**src/rtl/serial_sub_4.sv**
```systemverilog
// Bit-serial subtractor: diff = a - b - bin, one bit per clock, LSB first.
// Ports: clk, rst (async high), start, a, b, bin -> diff, bout, [ovf], busy, done. Optional ovf: SERIAL_SUB_OVF_EN.
module serial_sub_4 #(
  parameter int WIDTH = 4
) (
  input  logic             clk,
  input  logic             rst,
  input  logic             start,
  input  logic [WIDTH-1:0] a,
  input  logic [WIDTH-1:0] b,
  input  logic             bin,
  output logic [WIDTH-1:0] diff,
  output logic             bout,
`ifdef SERIAL_SUB_OVF_EN
  output logic             ovf,
`endif
  output logic             busy,
  output logic             done
);

  localparam int CW = (WIDTH > 1) ? $clog2(WIDTH) : 1;

  typedef enum logic [1:0] {
    IDLE,
    RUN,
    DONE
  } state_t;

  state_t state, nstate;

  logic [WIDTH-1:0] ra, rb, res;
  logic [CW-1:0]    cnt;
  logic             br;
  logic             ai, bi, d, brn, last;
`ifdef SERIAL_SUB_OVF_EN
  logic             am, bm;
`endif

  // one full-subtractor cell on the current LSBs
  always_comb begin
    ai   = ra[0];
    bi   = rb[0];
    d    = ai ^ bi ^ br;
    brn  = (~ai & bi) | (~(ai ^ bi) & br);
    last = (cnt == CW'(WIDTH - 1));
  end

  always_ff @(posedge clk or posedge rst) begin
    if (rst) state <= IDLE;
    else     state <= nstate;
  end

  always_comb begin
    nstate = state;
    busy   = 1'b0;
    done   = 1'b0;
    unique case (state)
      IDLE: if (start) nstate = RUN;
      RUN: begin
        busy = 1'b1;
        if (last) nstate = DONE;
      end
      DONE: begin
        done   = 1'b1;
        nstate = IDLE;
      end
      default: nstate = IDLE;
    endcase
  end

  always_ff @(posedge clk or posedge rst) begin
    if (rst) begin
      ra   <= '0;
      rb   <= '0;
      res  <= '0;
      cnt  <= '0;
      br   <= 1'b0;
      diff <= '0;
      bout <= 1'b0;
`ifdef SERIAL_SUB_OVF_EN
      am   <= 1'b0;
      bm   <= 1'b0;
      ovf  <= 1'b0;
`endif
    end else if (state == IDLE) begin
      if (start) begin
        ra  <= a;
        rb  <= b;
        br  <= bin;
        cnt <= '0;
`ifdef SERIAL_SUB_OVF_EN
        am  <= a[WIDTH-1];
        bm  <= b[WIDTH-1];
`endif
      end
    end else if (state == RUN) begin
      ra  <= ra >> 1;
      rb  <= rb >> 1;
      br  <= brn;
      res <= {d, res[WIDTH-1:1]};
      cnt <= cnt + CW'(1);
      // final bit: publish result alongside the DONE transition
      if (last) begin
        diff <= {d, res[WIDTH-1:1]};
        bout <= brn;
`ifdef SERIAL_SUB_OVF_EN
        ovf  <= (am ^ bm) & (d ^ am);
`endif
      end
    end
  end

endmodule

```
**config.mk**
```make
export PLATFORM = sky130hd
export DESIGN_NAME = serial_sub_4
export DESIGN_NICKNAME = d
export VERILOG_FILES = /design/src/rtl/serial_sub_4.sv
export SDC_FILE = /design/constraint.sdc
export NUM_CORES = 1
export LEC_CHECK = 0
export BUFFER_PORTS_ARGS = -buffer_cell sky130_fd_sc_hd__buf_2
export CELL_PAD_IN_SITES_DETAIL_PLACEMENT = 1
export CELL_PAD_IN_SITES_GLOBAL_PLACEMENT = 1
export CORE_ASPECT_RATIO = 1.25
export CORE_MARGIN = 10
export CORE_UTILIZATION = 44
export CTS_CLUSTER_SIZE = 40
export DETAILED_ROUTE_END_ITERATION = 10
export GPL_ROUTABILITY_DRIVEN = 0
export PLACE_DENSITY = 0.89
export SLEW_MARGIN = 25
export SYNTH_ARGS = -nofsm -noshare
export SYNTH_HDL_FRONTEND = slang
export SYNTH_SLANG_ARGS = --single-unit
```
**constraint.sdc**
```tcl
create_clock -name clk -period 2.1 [get_ports clk]
set_input_delay 0.315 -clock clk [delete_from_list [all_inputs] [get_ports clk]]
set_output_delay 0.315 -clock clk [all_outputs]
set_load 0.05 [all_outputs]
```
After elaboration in Yosys (flattened, before gate mapping) --
Cells that the tools add are included. W data, S select, Z words.
Word-level totals: register bits after elaboration 22, bits of input ports 12, output and inout port bits 7, word-level logic and storage cells 45
Cells by class: $add $sub $neg 1, equal/unequal tests 5, mux-type cells 17, bitwise logic cells 8, reductions and logical operators 6
Operator list (count):
- $mux W4 | 6
- $mux W2 | 5
- $reduce_and A2 Y1 | 3
- $mux W1 | 5
- $eq A2 B2 Y1 const B | 2
- $ne A2 B2 Y1 const B | 2
- $pmux W2 S2 | 1
- $not A1 Y1 | 3
- $reduce_and A3 Y1 | 1
- $add A2 B1 Y2 const B | 1
- $and A1 B1 Y1 | 2
- $eq A2 B1 Y1 const B | 1
- $logic_not A2 Y1 | 1
- $reduce_bool A2 Y1 | 1
- $xor A1 B1 Y1 | 2
- $or A1 B1 Y1 | 1

Depth between registers and ports, before layout --
depth after elaboration 6, mapped depth 4, depth with buffers taken out 4

Least setup slack after synthesis --
No wires, ideal clock.
kind reg-to-output, start register state[0], end output done, arrival 1.376 ns, data required time 1.785 ns, path slack 0.409 ns, cell stages (with the launch flop) 4, path buffers 2, cells stage by stage dfrtp_1 > buf_4 > buf_4 > nor2b_1
Between the ends: cells in the longest elaborated chain, start to end 2
Ends and longest elaborated chain:
- start, declared | line 29 | state_t state, nstate;
- start signal, assigned | line 50 | else state <= nstate;
- $eq A2 B2 Y1 | line 57 | unique case (state)
- $mux W1 | line 57
- end, declared | line 18 | output logic done
Every way passes these cells.

Worst setup path in the final report --
start register state[1], end output busy
Between the ends: cells in the longest elaborated chain, start to end 2
Ends and longest elaborated chain:
- $eq A2 B1 Y1 | line 57
- $mux W1 | line 57
- end, declared | line 17 | output logic busy,
Every way passes these cells.

==> run_results.csv <==
group,metric,value,unit
run_status,status,"finished, final reports clean",
setup_path,r2r-end,"diff[1]$_DFFE_PP0P_",
die,start_util,0.475,
yosys,syn_inst,84,
setup_path,cp.depth,3,
yosys,synth_warnings,0,
cts,numCtsBuffers,3,
finish,final_common_cell,"dfrtp_1",
placed_design,hpwlAfterDp,1550,µm
yosys,synth_area,963,µm²
yosys,synth.avg_cell_area,11.5,µm²
yosys,synth_cell_types,26,
yosys,syn_nets,98,
finish,layout_common_cells,"21 x dfrtp_1, 18 x buf_2, 11 x nand2_1",
sta,worstMarginPinSlew,0.780,ns
drt,via_per_inst,5.54,
finish,drive_above_1_share,0.308,
sta,setup_viol,0,
cts,cts-root-buf,"clkbuf_4",
cts,clk_latency,0.30,ns
die,core.rowCount,18,
drt,dr.first_iter.drc_count,6,
cts,tritoncts,"yes",
sta,fin_setup_tns,0,ns
setup_path,worst-path-buf-inv,2,
yosys,synthSimpleGateAreaFrac,0.194,
drt,dr.pass1.iters,4,
yosys,synth_xor_area_frac,0,
cts,cts.clk_slew.worst_paths,0.12,ns
cts,hold_buffers,0,
sta,hold_violations,0,
power,leakage,0.543,nW
power,p_per_area,1690,nW/µm²
power,ir_drop,670,µV
sta,period_share,0.893,
setup_path,path_cells,"or2b_4, inv_2, buf_2",
setup_path,start_kind,"flop",
grt,grt_start_max_net_pins,22,
cts,cts_buffer_depth,2,
die,ios,19,
finish,diodes,0,
die,dieArea,4470,µm²
yosys,synth_compound_area_frac,0.126,
setup_path,r2r_slack,0.77,ns
finish,utilization,0.536,
setup_path,crit_family,"flip-flops",
min_path,min_path_type,"in -> async",
grt,overflow,0,
setup_path,worst_path_largest_cell_delay,0.54,ns
grt,grt_pass1_wl,3420,µm
placed_design,place_area,1060,µm²
drt,vias,687,
setup_path,cp_data_required_time,1.78,ns
sta,clock_skew,0.00278,ns
finish,fin_area,1090,µm²
grt,antenna_found_initial,0,
sta,rsz0062_at_grt,"false",
cts,postCtsSetupBuffers,0,
power,totalPowerFinal,1.84,mW
yosys,synth_top_family_by_area,"simple AND/OR/NAND/NOR gates",
drt,wire_per_inst,15.9,µm
drt,drc,0,
setup_path,arrival,1.56,ns
die,die_w,61.9,µm
sta,max-slew-margin-rel,0.479,
drt,drtAntennaViolNets,0,
sta,fmax,533,MHz
setup_path,endpoint_kind,"output port",
yosys,synth_mux_area_frac,0.0468,
placed_design,port_buffers,18,
cts,cts_resized,0,
finish,area_delta_synth_final,12.9,%
finish,fin_nets,119,
grt,grt_pass1_vias,771,
setup_path,slowest_stage,"dfrtp_1",
die,die_h,72.3,µm
setup_path,crit_fanout,14,
die,core,2030,µm²
setup_path,rr_startpoint,"state[1]$_DFFE_PP0P_",
sta,holdWs,0.137,ns
setup_path,path_class,"reg -> out",
cts,cts.sinks,21,
job,max-cap-violations,0,
yosys,ys_ff_latch,21,
sta,fin_crit,1.87,ns
grt,globalRouteTotalUtil,0.0977,
setup_path,r2r_cells,2,
yosys,synth-adder-area-share,0.0338,
drt,finalWirelength,1980,µm
yosys,yosysSeqAreaShare,0.545,
sta,drv_slew,0,
cts,htreeDepth,1,
-- final cells by class --
class	instances	area (µm²)
Sequential cell	21	526
Timing Repair Buffer	19	97.6
Clock inverter	1	5.00
Multi-Input combinational cell	53	385
Fill cell	230	940
Clock buffer	3	22.5
Inverter	7	26.3
Tap cell	20	25.0
-- worst max path at each step --
stage,startpoint,to,slack (ns)
4_1_cts,state[1]$_DFFE_PP0P_,busy,0.22
3_5_place_dp,state[1]$_DFFE_PP0P_,busy,0.57
3_3_place_gp,state[1]$_DFFE_PP0P_,busy,0.59
5_1_grt,state[1]$_DFFE_PP0P_,busy,0.13
2_1_floorplan,state[0]$_DFFE_PP0P_,done,0.41
6_report,state[1]$_DFFE_PP0P_,busy,0.23
-- cells in the mapped netlist, drive strengths merged --
library cell   n  area share
or2b           1       0.012
a22o           3       0.027
inv            7       0.027
a221oi         1      0.0091
o21ba          1       0.017
a211oi         1      0.0078
nor3           7       0.036
dfrtp         21        0.55
mux2           4       0.047
o21ai          2       0.010
nor2           3       0.012
nor2b          1      0.0065
buf            3       0.027
nand2         11       0.043
nand3b         1       0.021
fa             1       0.021
ha             1       0.013
nor4b          2       0.018
o22a           2       0.018
o2bb2ai        1      0.0091
a21oi          3       0.016
o21bai         1       0.012
nor3b          5       0.039
nand2b         1      0.0065
-- flip-flops by register name, indices dropped and copies added (netlist names) --
register,flops
cnt,2
state,2
res,3
diff,4
bout,1
br,1
rb,4
ra,4
-- logic make-up (layout without fill, tap and decap cells) --
group	Yosys count	count (layout)
AND/OR/NAND/NOR	32	32
adder cells (fa/ha/maj)	2	2
flip-flops	21	21
buffers and inverters	10	30
AO/OA/AOI/OAI	15	15
multiplexers	4	4
-- power by group --
group | internal, mW | switching [mW] | leakage, nW
clock network | 0.0709 | 0.122 | 0.0177
registers | 0.597 | 0.120 | 0.257
logic | 0.357 | 0.575 | 0.269
total | 1.02 | 0.817 | 0.543
-- metal layers --
layer	wire length, µm	up-vias	share of wire	GRT usage
li1	-	332	-	-
met1	845	338	0.43	0.110
met2	1000	15	0.51	0.160
met3	120	2	0.061	0.0383
met4	8	0	0.0040	0.0348
met5	0	-	0	0
-- through the flow --
stage / instances / setup WS, ns
floorplan: 84 / 0.409
global placement: 120 / 0.590
detailed placement: 120 / 0.574
CTS: 124 / 0.224
global route: 124 / 0.125
finish: 124 / 0.225
Note: power is estimated with default switching activity, not from simulation.
